**src/rtl/coax_frame_buffer_rx.sv**
```systemverilog
// Coax receive frame buffer: one-word staging register feeding a first-word fall-through FIFO.
// Optional parity checking of received words is enabled by defining COAX_RX_PARITY_CHECK_EN.
module coax_frame_buffer_rx #(
  parameter int DEPTH             = 8,
  parameter int ALMOST_FULL_LEVEL = 6
) (
  input  logic                     clk,
  input  logic                     reset_n,
  input  logic                     rx_active,
  input  logic [9:0]               rx_data,
  input  logic                     rx_parity,
  input  logic                     rx_data_strobe,
  input  logic                     rx_error_strobe,
  input  logic [9:0]               rx_error_code,
  input  logic                     read_strobe,
  input  logic                     error_clear,
  output logic [11:0]              data,
  output logic                     empty,
  output logic                     full,
  output logic                     almost_full,
  output logic [$clog2(DEPTH):0]   level,
  output logic                     error,
  output logic [9:0]               error_code
);

  localparam int            AW             = $clog2(DEPTH);
  localparam logic [AW:0]   AF_LEVEL       = (AW+1)'(ALMOST_FULL_LEVEL);
  localparam logic [9:0]    ERROR_OVERFLOW = 10'h100;

  typedef enum logic [1:0] {
    IDLE      = 2'd0,
    RECEIVING = 2'd1,
    ERROR     = 2'd2
  } state_e;

  state_e      state_q, state_d;
  logic [AW:0] wr_ptr_q, wr_ptr_d;
  logic [AW:0] rd_ptr_q, rd_ptr_d;
  logic        stage_vld_q, stage_vld_d;
  logic [10:0] stage_q, stage_d;
  logic [9:0]  code_q, code_d;
  logic        act_prev_q;
  logic [11:0] mem_q [DEPTH];

  logic        rise_s;
  logic        pok_s;
  logic        push_req_s;
  logic        push_eof_s;
  logic        do_push_s;
  logic        do_pop_s;
  logic        overflow_s;
  logic        empty_s;
  logic        full_s;
  logic [AW:0] level_s;

`ifdef COAX_RX_PARITY_CHECK_EN
  function automatic logic odd_parity_ok(input logic [9:0] word, input logic par);
    return ^{word, par};
  endfunction

  assign pok_s = odd_parity_ok(rx_data, rx_parity);
`else
  assign pok_s = 1'b1;
`endif

  // Prev starts high so a frame already running at reset release is never seen as a rise.
  assign rise_s  = rx_active && !act_prev_q;
  assign level_s = wr_ptr_q - rd_ptr_q;
  assign empty_s = (wr_ptr_q == rd_ptr_q);
  assign full_s  = (wr_ptr_q[AW] != rd_ptr_q[AW]) && (wr_ptr_q[AW-1:0] == rd_ptr_q[AW-1:0]);

  always_comb begin
    state_d     = state_q;
    stage_vld_d = stage_vld_q;
    stage_d     = stage_q;
    code_d      = code_q;
    push_req_s  = 1'b0;
    push_eof_s  = 1'b0;
    case (state_q)
      IDLE: begin
        if (rise_s) begin
          state_d     = RECEIVING;
          stage_vld_d = rx_data_strobe;
          stage_d     = {pok_s, rx_data};
        end else begin
          state_d     = IDLE;
        end
      end
      RECEIVING: begin
        if (!rx_active) begin
          push_req_s  = stage_vld_q;
          push_eof_s  = 1'b1;
          stage_vld_d = 1'b0;
          state_d     = IDLE;
        end else if (rx_data_strobe) begin
          push_req_s  = stage_vld_q;
          stage_vld_d = 1'b1;
          stage_d     = {pok_s, rx_data};
        end else begin
          state_d     = RECEIVING;
        end
      end
      ERROR: begin
        stage_vld_d = 1'b0;
        if (error_clear) begin
          state_d = IDLE;
          code_d  = 10'h000;
        end else begin
          state_d = ERROR;
        end
      end
      default: begin
        state_d     = IDLE;
        stage_vld_d = 1'b0;
      end
    endcase

    // A receiver error in the same cycle suppresses the push and owns the error code.
    if (rx_error_strobe) begin
      push_req_s = 1'b0;
    end else begin
      push_req_s = push_req_s;
    end
    do_pop_s   = read_strobe && !empty_s;
    do_push_s  = push_req_s && (!full_s || do_pop_s);
    overflow_s = push_req_s && full_s && !do_pop_s;

    if (rx_error_strobe || overflow_s) begin
      state_d     = ERROR;
      stage_vld_d = 1'b0;
      if (state_q != ERROR) begin
        code_d = rx_error_strobe ? rx_error_code : ERROR_OVERFLOW;
      end else begin
        code_d = code_q;
      end
    end else begin
      code_d = code_d;
    end

    wr_ptr_d = wr_ptr_q + {{AW{1'b0}}, do_push_s};
    rd_ptr_d = rd_ptr_q + {{AW{1'b0}}, do_pop_s};
  end

  // Control state, pointers, staging and error latch.
  always_ff @(posedge clk or negedge reset_n) begin
    if (!reset_n) begin
      state_q     <= IDLE;
      wr_ptr_q    <= '0;
      rd_ptr_q    <= '0;
      stage_vld_q <= 1'b0;
      stage_q     <= 11'h000;
      code_q      <= 10'h000;
      act_prev_q  <= 1'b1;
    end else begin
      state_q     <= state_d;
      wr_ptr_q    <= wr_ptr_d;
      rd_ptr_q    <= rd_ptr_d;
      stage_vld_q <= stage_vld_d;
      stage_q     <= stage_d;
      code_q      <= code_d;
      act_prev_q  <= rx_active;
    end
  end

  // Storage array, entries are {eof, parity_ok, word}.
  always_ff @(posedge clk) begin
    if (do_push_s) begin
      mem_q[wr_ptr_q[AW-1:0]] <= {push_eof_s, stage_q};
    end
  end

  assign data        = mem_q[rd_ptr_q[AW-1:0]];
  assign empty       = empty_s;
  assign full        = full_s;
  assign almost_full = (level_s >= AF_LEVEL);
  assign level       = level_s;
  assign error       = (state_q == ERROR);
  assign error_code  = code_q;

endmodule

```
**config.mk**
```make
export PLATFORM = sky130hd
export DESIGN_NAME = coax_frame_buffer_rx
export DESIGN_NICKNAME = d
export VERILOG_FILES = /design/src/rtl/coax_frame_buffer_rx.sv
export SDC_FILE = /design/constraint.sdc
export NUM_CORES = 1
export LEC_CHECK = 0
export CAP_MARGIN = 20
export CORE_MARGIN = 5
export CORE_UTILIZATION = 45
export DETAILED_ROUTE_END_ITERATION = 10
export PLACE_DENSITY = 0.73
export SETUP_SLACK_MARGIN = 0.1
export SYNTH_ARGS = -nofsm -noshare
export SYNTH_HDL_FRONTEND = slang
export SYNTH_SLANG_ARGS = --single-unit
```
**constraint.sdc**
```tcl
create_clock -name clk -period 5.3 [get_ports clk]
set_input_delay 0.53 -clock clk [delete_from_list [all_inputs] [get_ports clk]]
set_output_delay 0.53 -clock clk [all_outputs]
set_load 0.02 [all_outputs]
```
==> impl_metrics.json <==
{
  "syn_area_sq_um": 5260,
  "place_ws_ns": 1.78,
  "stdcell_count": 532,
  "synth_edf_count": 96,
  "slew_headroom": 0.410,
  "gp_congestion": 0.763,
  "grt.total_usage": 0.157,
  "drive_gt1_frac": 0.254,
  "synth-seq-cells": 129,
  "post_synth.cell_area_avg_sq_um": 17.5,
  "dr.pass1.iters": 4,
  "cp_slowest_stage_delay_ns": 0.76,
  "max-cap-violations": 0,
  "yosys-top-cells-count": "edfxtp_1, nand2_1, dfrtp_1, mux4_2, mux2_2",
  "p_per_area_nw_per_um2": 530,
  "dp.cells": 500,
  "power_leakage_nw": 2.47,
  "criticalPathCategory": "flip-flop to output port",
  "clk_path_buf_depth": 2,
  "core_sq_um": 11400,
  "finalInstanceArea_sq_um": 6720,
  "cts_tree": "built",
  "syn_nets": 337,
  "ys_types": 40,
  "crit_chain": "inv_1 > ha_1 > nand2_1 > o21ai_0 > xor2_1 > a21o_1 > clkdlybuf4s50_1",
  "slowest_stage": "dfrtp_1",
  "finalMaxSlewViolations": 0,
  "grt_overflow": 0,
  "max_freq_ghz": 0.257,
  "cp_num_buf_inv": 2,
  "cts_made_buffers": 17,
  "via_per_inst": 5.43,
  "critPathCaptureType": "output port",
  "grt_max_degree": 34,
  "fin_skew_ns": 0.00638,
  "status": "complete, no violations",
  "antenna_found_initial": 0,
  "ys_seq_area_frac": 0.705,
  "grt_pass1_wl_mm": 16.7,
  "hold_violations": 0,
  "crit_arrival_ns": 3.37,
  "cts.sinks": 129,
  "postCtsSetupBuffers": 0,
  "cts_hold_buf": 0,
  "synthCells": 301,
  "worst_pin_slew_ns": 0.883,
  "die_h_um": 118,
  "tns_ns": 0,
  "placed_area_sq_um": 6050,
  "cts-root-buf": "clkbuf_16",
  "reg2reg_depth": 7,
  "vias": 2887,
  "crit_path_start_kind": "flip-flop",
  "ant_nets": 0,
  "nets": 412,
  "holdPathStages": 1,
  "setup_viol": 0,
  "ys_dominant_reg_cell": "edfxtp_1",
  "drt_iter0_drc": 280,
  "synth_top_area_frac": 0.548,
  "drt-total-wl_mm": 10.6,
  "start_util": 0.461,
  "yosys-top-cells-area": "edfxtp_1, dfrtp_1, mux4_2",
  "area_growth_pct": 27.6,
  "io_pins": 58,
  "clkTransAtPathRegs_ns": 0.06,
  "holdWs_ns": 0.497,
  "wl_per_cell_um": 19.9,
  "period_needed_ns": 3.90,
  "htree_levels": 4,
  "fin_util": 0.588,
  "fin_crit_sh": 0.735,
  "drc": 0,
  "num_rows": 39,
  "dieArea_sq_um": 14000,
  "timing.final.ws_setup_ns": 1.40,
  "ys.warnings.count": 0,
  "synth_top_cell_by_area": "edfxtp_1",
  "synth.most_common_cell": "edfxtp_1",
  "min_path_type": "flip-flop to flip-flop",
  "antenna_cells": 0,
  "die_w_um": 118,
  "crit_fanout": 15,
  "crit_required_ns": 4.77,
  "finalPower_mw": 3.56,
  "worstSetupPathDepth": 7,
  "async_reset_ff_frac": 0.256,
  "clock_latency_ns": 0.40,
  "grt_pass1_vias": 3153,
  "rsz0062_at_grt": "false",
  "place.port_buffers": 56,
  "crit_family": "buffers and inverters",
  "ir_worst_vdd_mv": 0.379,
  "cts_resized": 0,
  "dpl.hpwl_mm": 6.31
}
## cell usage in the layout, fill, tap and decap left out, drive strengths merged, types with 2 or more instances in the layout
cell	count
edfxtp	96
nor3	4
nor2	7
nand2	40
ha	7
nor4	3
or2	2
clkinv	4
inv	8
nor2b	5
xnor2	3
clkinvlp	5
mux4	24
a21oi	3
a22o	9
bufinv	6
buf	13
dfrtp	32
clkbuf	17
o21ai	3
nand2b	2
nand3	3
xor2	4
mux2	20
clkdlybuf4s50	56
## worst paths after layout
check / start / end / slack, ns
worst max-delay path: rd_ptr_q[2]$_DFF_PN0_ / almost_full / 1.40
worst min-delay path: wr_ptr_q[3]$_DFF_PN0_ / wr_ptr_q[3]$_DFF_PN0_ / 0.50
worst max register to register: rd_ptr_q[2]$_DFF_PN0_ / mem_q[6][6]$_DFFE_PP_ / 1.87
worst min register to register: wr_ptr_q[3]$_DFF_PN0_ / wr_ptr_q[3]$_DFF_PN0_ / 0.50
max in group asynchronous: reset_n / act_prev_q$_DFF_PN1_ / 4.38
min in group asynchronous: reset_n / error_code[4]$_DFFE_PN0P_ / 0.56
## kinds of logic after synthesis
group | share of synthesized area
adders and majority gates | 0.0205
DFF | 0.705
muxes | 0.148
buffers and inverters | 0.0169
and+or+nand+nor | 0.0675
AOI/OAI and AO/OA | 0.0302
xor gates and xnor gates | 0.0117
## report_power, final
part | switching (mW) | total, mW | leakage (nW) | internal, mW
combinational | 0.494 | 0.994 | 0.893 | 0.499
clock | 0.418 | 1.30 | 0.309 | 0.878
sequential | 0.0896 | 1.27 | 1.27 | 1.18
total | 1.00 | 3.56 | 2.47 | 2.55
## sequential cells by signal, summed over array words and instances (netlist names)
signal,count
mem_q,96
stage_q,11
error_code,10
rd_ptr_q,4
wr_ptr_q,4
state_q,2
act_prev_q,1
stage_vld_q,1
## metal layers
layer | global-route usage | part of all wire
met1 | 0.191 | 0.41
met2 | 0.261 | 0.51
met4 | 0.0459 | 0.0046
met3 | 0.0630 | 0.066
met5 | 0 | 0
## worst reg2reg max path, stage by stage (launching register included)
cell	delay, ns
dfrtp_1	0.76
inv_1	0.48
ha_1	0.49
nand3_1	0.13
nor3_2	0.09
nand3b_1	0.27
nor2_1	0.57
buf_4	0.33
## area by class of cell
cell class | instances | area (sq um)
clock buffer | 17 | 425
clock inverter | 15 | 240
fill | 899 | 4700
inverter | 8 | 30.0
multi-input combinational | 151 | 1470
sequential | 129 | 3710
tap | 143 | 179
timing repair buffer | 69 | 658
(Power assumes the default switching activity.)
